**config.mk**
```make
export PLATFORM = sky130hd
export DESIGN_NAME = barrel_shifter_pipe
export DESIGN_NICKNAME = d
export VERILOG_FILES = /design/src/rtl/barrel_shifter_pipe_pkg.sv /design/src/rtl/shift_level.sv /design/src/rtl/barrel_shifter_pipe.sv
export SDC_FILE = /design/constraint.sdc
export NUM_CORES = 1
export LEC_CHECK = 0
export CORE_ASPECT_RATIO = 0.75
export CORE_MARGIN = 8
export CORE_UTILIZATION = 54
export CTS_BUF_LIST = sky130_fd_sc_hd__clkbuf_2
export CTS_CLUSTER_DIAMETER = 40
export DETAILED_ROUTE_END_ITERATION = 12
export PLACE_DENSITY = 0.8
export SLEW_MARGIN = 15
export SYNTH_ARGS = -nofsm -noshare
export SYNTH_HDL_FRONTEND = slang
export SYNTH_SLANG_ARGS = --single-unit
```
**constraint.sdc**
```tcl
create_clock -name CLK -period 1.8 [get_ports CLK]
set_clock_uncertainty 0.2 [all_clocks]
set_input_delay 0.36 -clock CLK [delete_from_list [all_inputs] [get_ports CLK]]
set_output_delay 0.36 -clock CLK [all_outputs]
set_load 0.05 [all_outputs]
```
**src/rtl/barrel_shifter_pipe_pkg.sv**
```systemverilog
// Shared definitions for the pipelined barrel shifter: mode encodings and the
// log2 helper that sizes the shift-amount port.
package barrel_shifter_pipe_pkg;

  localparam logic [1:0] SH_LSL = 2'b00;
  localparam logic [1:0] SH_LSR = 2'b01;
  localparam logic [1:0] SH_ASR = 2'b10;
  localparam logic [1:0] SH_ROR = 2'b11;

  function automatic int log2w(input int value);
    int r = 0;
    while ((1 << r) < value) r++;
    return r;
  endfunction

endpackage

```
**src/rtl/shift_level.sv**
```systemverilog
// One log level of the barrel shifter: optionally shifts by DIST with the fill
// required by the mode and reports the last bit shifted out as the new carry.
module shift_level import barrel_shifter_pipe_pkg::*; #(
  parameter int WIDTH = 32,
  parameter int DIST  = 1
) (
  input  logic [WIDTH-1:0] data_i,
  input  logic [1:0]       mode_i,
  input  logic             en_i,
  input  logic             carry_i,
  output logic [WIDTH-1:0] data_o,
  output logic             carry_o
);

  logic signed [WIDTH-1:0] sdata;
  assign sdata = data_i;

  always_comb begin
    data_o  = data_i;
    carry_o = carry_i;
    if (en_i) begin
      // Right shifts and rotate all lose bit DIST-1 last; only LSL loses from the top.
      carry_o = data_i[DIST-1];
      case (mode_i)
        SH_LSL: begin
          data_o  = data_i << DIST;
          carry_o = data_i[WIDTH-DIST];
        end
        SH_LSR:  data_o = data_i >> DIST;
        SH_ASR:  data_o = sdata >>> DIST;
        default: data_o = (data_i >> DIST) | (data_i << (WIDTH - DIST));
      endcase
    end
  end

endmodule

```
**src/rtl/barrel_shifter_pipe.sv**
```systemverilog
// Pipelined LSL/LSR/ASR/ROR barrel shifter with valid/ready flow control;
// log levels are grouped into STAGES register stages that collapse bubbles.
module barrel_shifter_pipe import barrel_shifter_pipe_pkg::*; #(
  parameter  int WIDTH  = 32,
  parameter  int STAGES = 2,
  localparam int SW     = log2w(WIDTH)
) (
  input  logic             CLK,
  input  logic             RESETn,
  input  logic             in_valid,
  output logic             in_ready,
  input  logic [WIDTH-1:0] ShIn,
  input  logic [SW-1:0]    Shamt,
  input  logic [1:0]       Sh,
  input  logic             CarryIn,
  output logic             out_valid,
  input  logic             out_ready,
  output logic [WIDTH-1:0] ShOut,
  output logic             CarryOut
);

  localparam int G = (SW + STAGES - 1) / STAGES;

  logic [STAGES-1:0] vld_q;
  logic [STAGES-1:0] vld_in;
  logic [STAGES-1:0] load;

  assign vld_in = (vld_q << 1) | STAGES'(in_valid);

  // A stage loads when empty or when its successor frees it this cycle.
  always_comb begin
    load = '0;
    load[STAGES-1] = !vld_q[STAGES-1] || out_ready;
    for (int k = STAGES - 2; k >= 0; k--) load[k] = !vld_q[k] || load[k+1];
  end

  assign in_ready = load[0];

  always_ff @(posedge CLK or negedge RESETn) begin
    if (!RESETn) vld_q <= '0;
    else         vld_q <= (load & vld_in) | (~load & vld_q);
  end

  for (genvar g = 0; g < STAGES; g++) begin : g_stg
    localparam int FIRST = g * G;
    localparam int NL    = (FIRST >= SW) ? 0 : ((SW - FIRST < G) ? (SW - FIRST) : G);

    logic [WIDTH-1:0] in_d, out_d, d_q;
    logic             in_c, out_c, c_q;
    logic [1:0]       in_mode;
    logic [SW-1:0]    in_amt;
    logic             unused_ctl;

    // Stage g input boundary: ports for the first group, previous registers otherwise.
    if (g == 0) begin : g_src
      assign in_d    = ShIn;
      assign in_c    = CarryIn;
      assign in_mode = Sh;
      assign in_amt  = Shamt;
    end else begin : g_src
      assign in_d    = g_stg[g-1].d_q;
      assign in_c    = g_stg[g-1].c_q;
      assign in_mode = g_stg[g-1].g_fwd.mode_q;
      assign in_amt  = g_stg[g-1].g_fwd.amt_q;
    end

    assign unused_ctl = ^{in_mode, in_amt};

    for (genvar i = 0; i < G; i++) begin : g_lvl
      if (i < NL) begin : g_on
        logic [WIDTH-1:0] li_d, lo_d;
        logic             li_c, lo_c;
        if (i == 0) begin : g_head
          assign li_d = in_d;
          assign li_c = in_c;
        end else begin : g_head
          assign li_d = g_lvl[i-1].g_on.lo_d;
          assign li_c = g_lvl[i-1].g_on.lo_c;
        end
        shift_level #(.WIDTH(WIDTH), .DIST(1 << (SW - 1 - FIRST - i))) u_lvl (
          .data_i  (li_d),
          .mode_i  (in_mode),
          .en_i    (in_amt[SW-1-FIRST-i]),
          .carry_i (li_c),
          .data_o  (lo_d),
          .carry_o (lo_c)
        );
      end
    end

    if (NL == 0) begin : g_out
      assign out_d = in_d;
      assign out_c = in_c;
    end else begin : g_out
      assign out_d = g_lvl[NL-1].g_on.lo_d;
      assign out_c = g_lvl[NL-1].g_on.lo_c;
    end

    // Stage g register boundary; only the output stage is cleared by reset.
    if (g == STAGES - 1) begin : g_reg
      always_ff @(posedge CLK or negedge RESETn) begin
        if (!RESETn) begin
          d_q <= '0;
          c_q <= 1'b0;
        end else if (load[g] && vld_in[g]) begin
          d_q <= out_d;
          c_q <= out_c;
        end
      end
    end else begin : g_reg
      always_ff @(posedge CLK) begin
        if (load[g] && vld_in[g]) begin
          d_q <= out_d;
          c_q <= out_c;
        end
      end
    end

    if (g < STAGES - 1) begin : g_fwd
      logic [1:0]    mode_q;
      logic [SW-1:0] amt_q;
      always_ff @(posedge CLK) begin
        if (load[g] && vld_in[g]) begin
          mode_q <= in_mode;
          amt_q  <= in_amt;
        end
      end
    end
  end

  assign out_valid = vld_q[STAGES-1];
  assign ShOut     = g_stg[STAGES-1].d_q;
  assign CarryOut  = g_stg[STAGES-1].c_q;

endmodule

```
==> results.txt <==
- The run finished, with violations left.
- The checks that failed: setup timing.
* Worst Setup Start Kind: flop
- CP max-delay cell: sky130_fd_sc_hd__a311oi_1
- CP arrival: between 2 and 2.5 ns
* Fraction of final layout cells with drive strength greater than 1: between 30 and 40%
* Maximum capacitance violations: 0
* CP peak stage delay: between 0.5 and 0.6 ns
- Max VDD drop: between 600 and 700 uV
- Number of vias in the routed layout: roughly 8.5k
- Largest net degree at the start of global routing: between 60 and 70
- Counting every sink on the clock net gives 72.
* Post-synthesis net count: ~900
- Cell count of the worst reg-to-reg path: 8
- Final total power: ~0.0073 W
- Most frequent cell after synthesis: sky130_fd_sc_hd__nand2_1
* Worst-Skew Late Latency: 0.58 ns
- Routed vias/inst: 6.894
* Utilization after layout: 78.85%
* Final worst setup slack: -0.2621 ns
* Peak Freq: roughly 480 MHz
* Data required time at the worst endpoint: around 2.1 ns
- From synthesis to final layout, the design area changed by 43.27%.
- TritonCTS built the clock tree.
- Power Dens Cells: about 720 nW/um^2
- Post-DRT Antenna Nets: 0
- Slew Limit Headroom: 57.33%
- Root buffer cell: sky130_fd_sc_hd__clkbuf_2
- Post-synthesis instance area: ~7000 sq um
- Along the worst hold path, the cell count comes to 2.
* Number of instances in the synthesized netlist: 847
- Among all flip-flop cells after synthesis, the most frequent one is sky130_fd_sc_hd__edfxtp_1.
* Post-synth top cells: 136 x sky130_fd_sc_hd__nand2_1, 100 x sky130_fd_sc_hd__a21oi_1, 77 x sky130_fd_sc_hd__o21ai_0
- In this run the vertical extent of the chip is ~120 um.
- Residual overflow from global routing: 0
* Final Non-Filler Cells: between 1k and 1.5k
- Of the post-synthesis cell area, the dominant cell type holds 15.56%.
- The first routing iteration left 1357 violations.
- Wire length of the first global-routing pass: 44.06 mm
- Post-layout min period: 2.062 ns
* Least-Margin Pin Slew: between 0.6 and 0.7 ns
* Cell taking the most area after synthesis: sky130_fd_sc_hd__edfxtp_1
* Number of flops mapped to enable cells by yosys: 37
- At the end of the flow, the number of nets in the layout was between 1k and 1.5k.
- CTS H-Tree Depth: 3
- After synthesis, the mean cell area works out to approximately 8.4 sq um.
- Initial core utilization: roughly 55%
- In the global route stage, overall resource usage came out at 32.65%.
- The final critical path takes up 114.6% of the cycle.
- The filler cells instantiated in the layout total about 850.
- CTS buffer count: 9
- Post-synthesis register bit count: 72
- The critical path in this run is classified as flop to flop.
* Placed cells: approximately 1.2k
- The count of buffers added on input and output ports is 78.
* Clock Path Buffers: 2
- The worst setup path is captured at a flop.
* Placer's final routability congestion estimate: around 0.99
- Number of search-and-repair iterations in the first detailed-routing pass: 8
* Final-layout worst hold slack: about 0.10 ns
- Top-level I/O count: 79
- Ranked by total cell area, the synthesized netlist is headed by sky130_fd_sc_hd__edfxtp_1 16%, sky130_fd_sc_hd__dfrtp_1 12%, sky130_fd_sc_hd__mux4_2 8.8%.
- After detailed routing, the average wire length per cell comes to approximately 24 um.
* RSZ-0062 raised after global routing: yes
* Register area share after synthesis: roughly 28%
- For this run, design rule violations remaining after detail routing come to 0.
- The worst hold path belongs to the class input port to flop.
- Max Fanout on Critical Path: 7
- The wire-length estimate of the detail-placed layout is between 20 and 25 mm.
* Clock-pin transition on the worst setup and hold timing paths: between 0.2 and 0.25 ns
- Post-synthesis async set-or-reset flop share: between 40% and 50%
- Series of cell instances along the critical path: nor2_4 > buf_12 > buf_12 > buf_4 > nand2_1 > a311oi_1 > a21oi_2 > o21ai_1
- The final layout contains routed wiring with a total length of about 30 mm.
* Die Footprint: ~17000 sq um
- Std-Cell Rows: 36
* Synthesis Warnings: 0
- Final setup violating endpoints: 38
- Static leakage: about 4 nW
- Max-slew violations: 0
* Horizontal die dimension: 148.8 um
* Most prevalent standard cell on the critical path: sky130_fd_sc_hd__buf_12
* Final Hold Viols: 0
- Setup total negative slack on the finished layout was measured at -6.497 ns.
- The number of global-route vias before repair came to between 7k and 8k.
- The initial antenna violation count came to 1.
- Counting distinct cell types in the post-synthesis netlist gives between 70 and 80.
* Floorplan core area: between 10000 and 15000 sq um
## power breakdown
group	internal, W	switching, W	leakage [nW]
Clock	0.000728	0.000631	0.103
Sequential	0.00200	0.000351	0.790
Combinational	0.00172	0.00191	3.22
## per-stage QoR
stage | instance area (sq um) | worst slack (ns)
final | 10230 | -0.2621
after global routing | 10230 | -0.4174
after CTS | 10040 | -0.2407
after detailed placement | 9539 | -0.7831
after global placement | 9539 | -0.7393
after floorplan | 7277 | -0.2404
## registers in the layout, summed over array words and instances (netlist names), named ones only
| register | count |
|---|---|
| ShOut | 32 |
| g_stg.d_q | 32 |
| g_stg.g_fwd.amt_q | 2 |
| g_stg.g_fwd.mode_q | 2 |
| CarryOut | 1 |
| g_stg.c_q | 1 |
## metal layers
layer | routed length [um] | track usage [%] | part of all wire (%)
met5 | 0 | 0 | 0
met4 | 1244 | 11.40 | 4.3
met3 | 4124 | 11.24 | 14
met2 | 12830 | 50.63 | 44
met1 | 10960 | 41.80 | 38
## final timing paths
path	start	slack (ns)	to
worst max-delay path	g_stg[0].g_fwd.mode_q[1]$_DFFE_PP_	-0.26	ShOut[21]$_DFFE_PN0P_
worst min-delay path	Sh[0]	0.10	g_stg[0].g_fwd.mode_q[0]$_DFFE_PP_
worst max register to register	g_stg[0].g_fwd.mode_q[1]$_DFFE_PP_	-0.26	ShOut[21]$_DFFE_PN0P_
worst min register to register	flop	0.34	flop
max in group asynchronous	RESETn	0.72	ShOut[12]$_DFFE_PN0P_
min in group asynchronous	RESETn	0.48	ShOut[22]$_DFFE_PN0P_
## cell families (layout without fill, tap and decap cells)
| logic type | Yosys count | in the layout | share of synthesized area (%) |
|---|---|---|---|
| AOI/OAI and AO/OA | 345 | 345 | 31.86 |
| buffers and inverters | 98 | 313 | 8.657 |
| DFF | 72 | 72 | 27.83 |
| muxes | 58 | 58 | 13.55 |
| other | 0 | 1 | 0 |
| and+or+nand+nor | 274 | 274 | 18.10 |
## area by class of cell
class / count / area (sq um) / share of cell area (%)
diodes: 1 / 2.502 / 0.02446
clock buffers: 9 / 45.04 / 0.4404
clock inverters: 7 / 133.9 / 1.309
inverters: 7 / 28.78 / 0.2813
multi-input cells: 677 / 4815 / 47.07
flip-flops and latches: 72 / 1988 / 19.44
well taps: 171 / 214.0 / 2.092
repair buffers: 290 / 3002 / 29.35
## cell usage in the layout, fill, tap and decap left out, types with 15 or more instances in the layout
cell,instances
sky130_fd_sc_hd__buf_4,183
sky130_fd_sc_hd__a311oi_1,25
sky130_fd_sc_hd__mux4_2,28
sky130_fd_sc_hd__o21ai_0,46
sky130_fd_sc_hd__mux2_2,15
sky130_fd_sc_hd__edfxtp_1,37
sky130_fd_sc_hd__a21oi_1,81
sky130_fd_sc_hd__clkdlybuf4s50_1,36
sky130_fd_sc_hd__nand2_1,132
sky130_fd_sc_hd__buf_12,51
sky130_fd_sc_hd__nor2_1,52
sky130_fd_sc_hd__dfrtp_1,34
sky130_fd_sc_hd__nor2b_1,28
sky130_fd_sc_hd__o21ai_1,52
sky130_fd_sc_hd__a21oi_2,19
## worst max-delay path, delay by kind of cell, from the launching register on
family / cells / cell delay (ns)
compound gates: 3 / 0.71
buf+inv: 3 / 0.42
simple gates: 2 / 0.19
flops: 1 / 0.49
## what timing repair did
item                                    in CTS  in global routing
endpoints found under the setup margin      63                 57
endpoints found under the hold margin       35                  0
gates cloned                                 3                  1
buffers inserted                            13                  8
resized for setup                           44                 31
pin swaps                                   13                 12
hold buffers                                 1                  0
No activity file was read; power rests on OpenSTA's default activity.
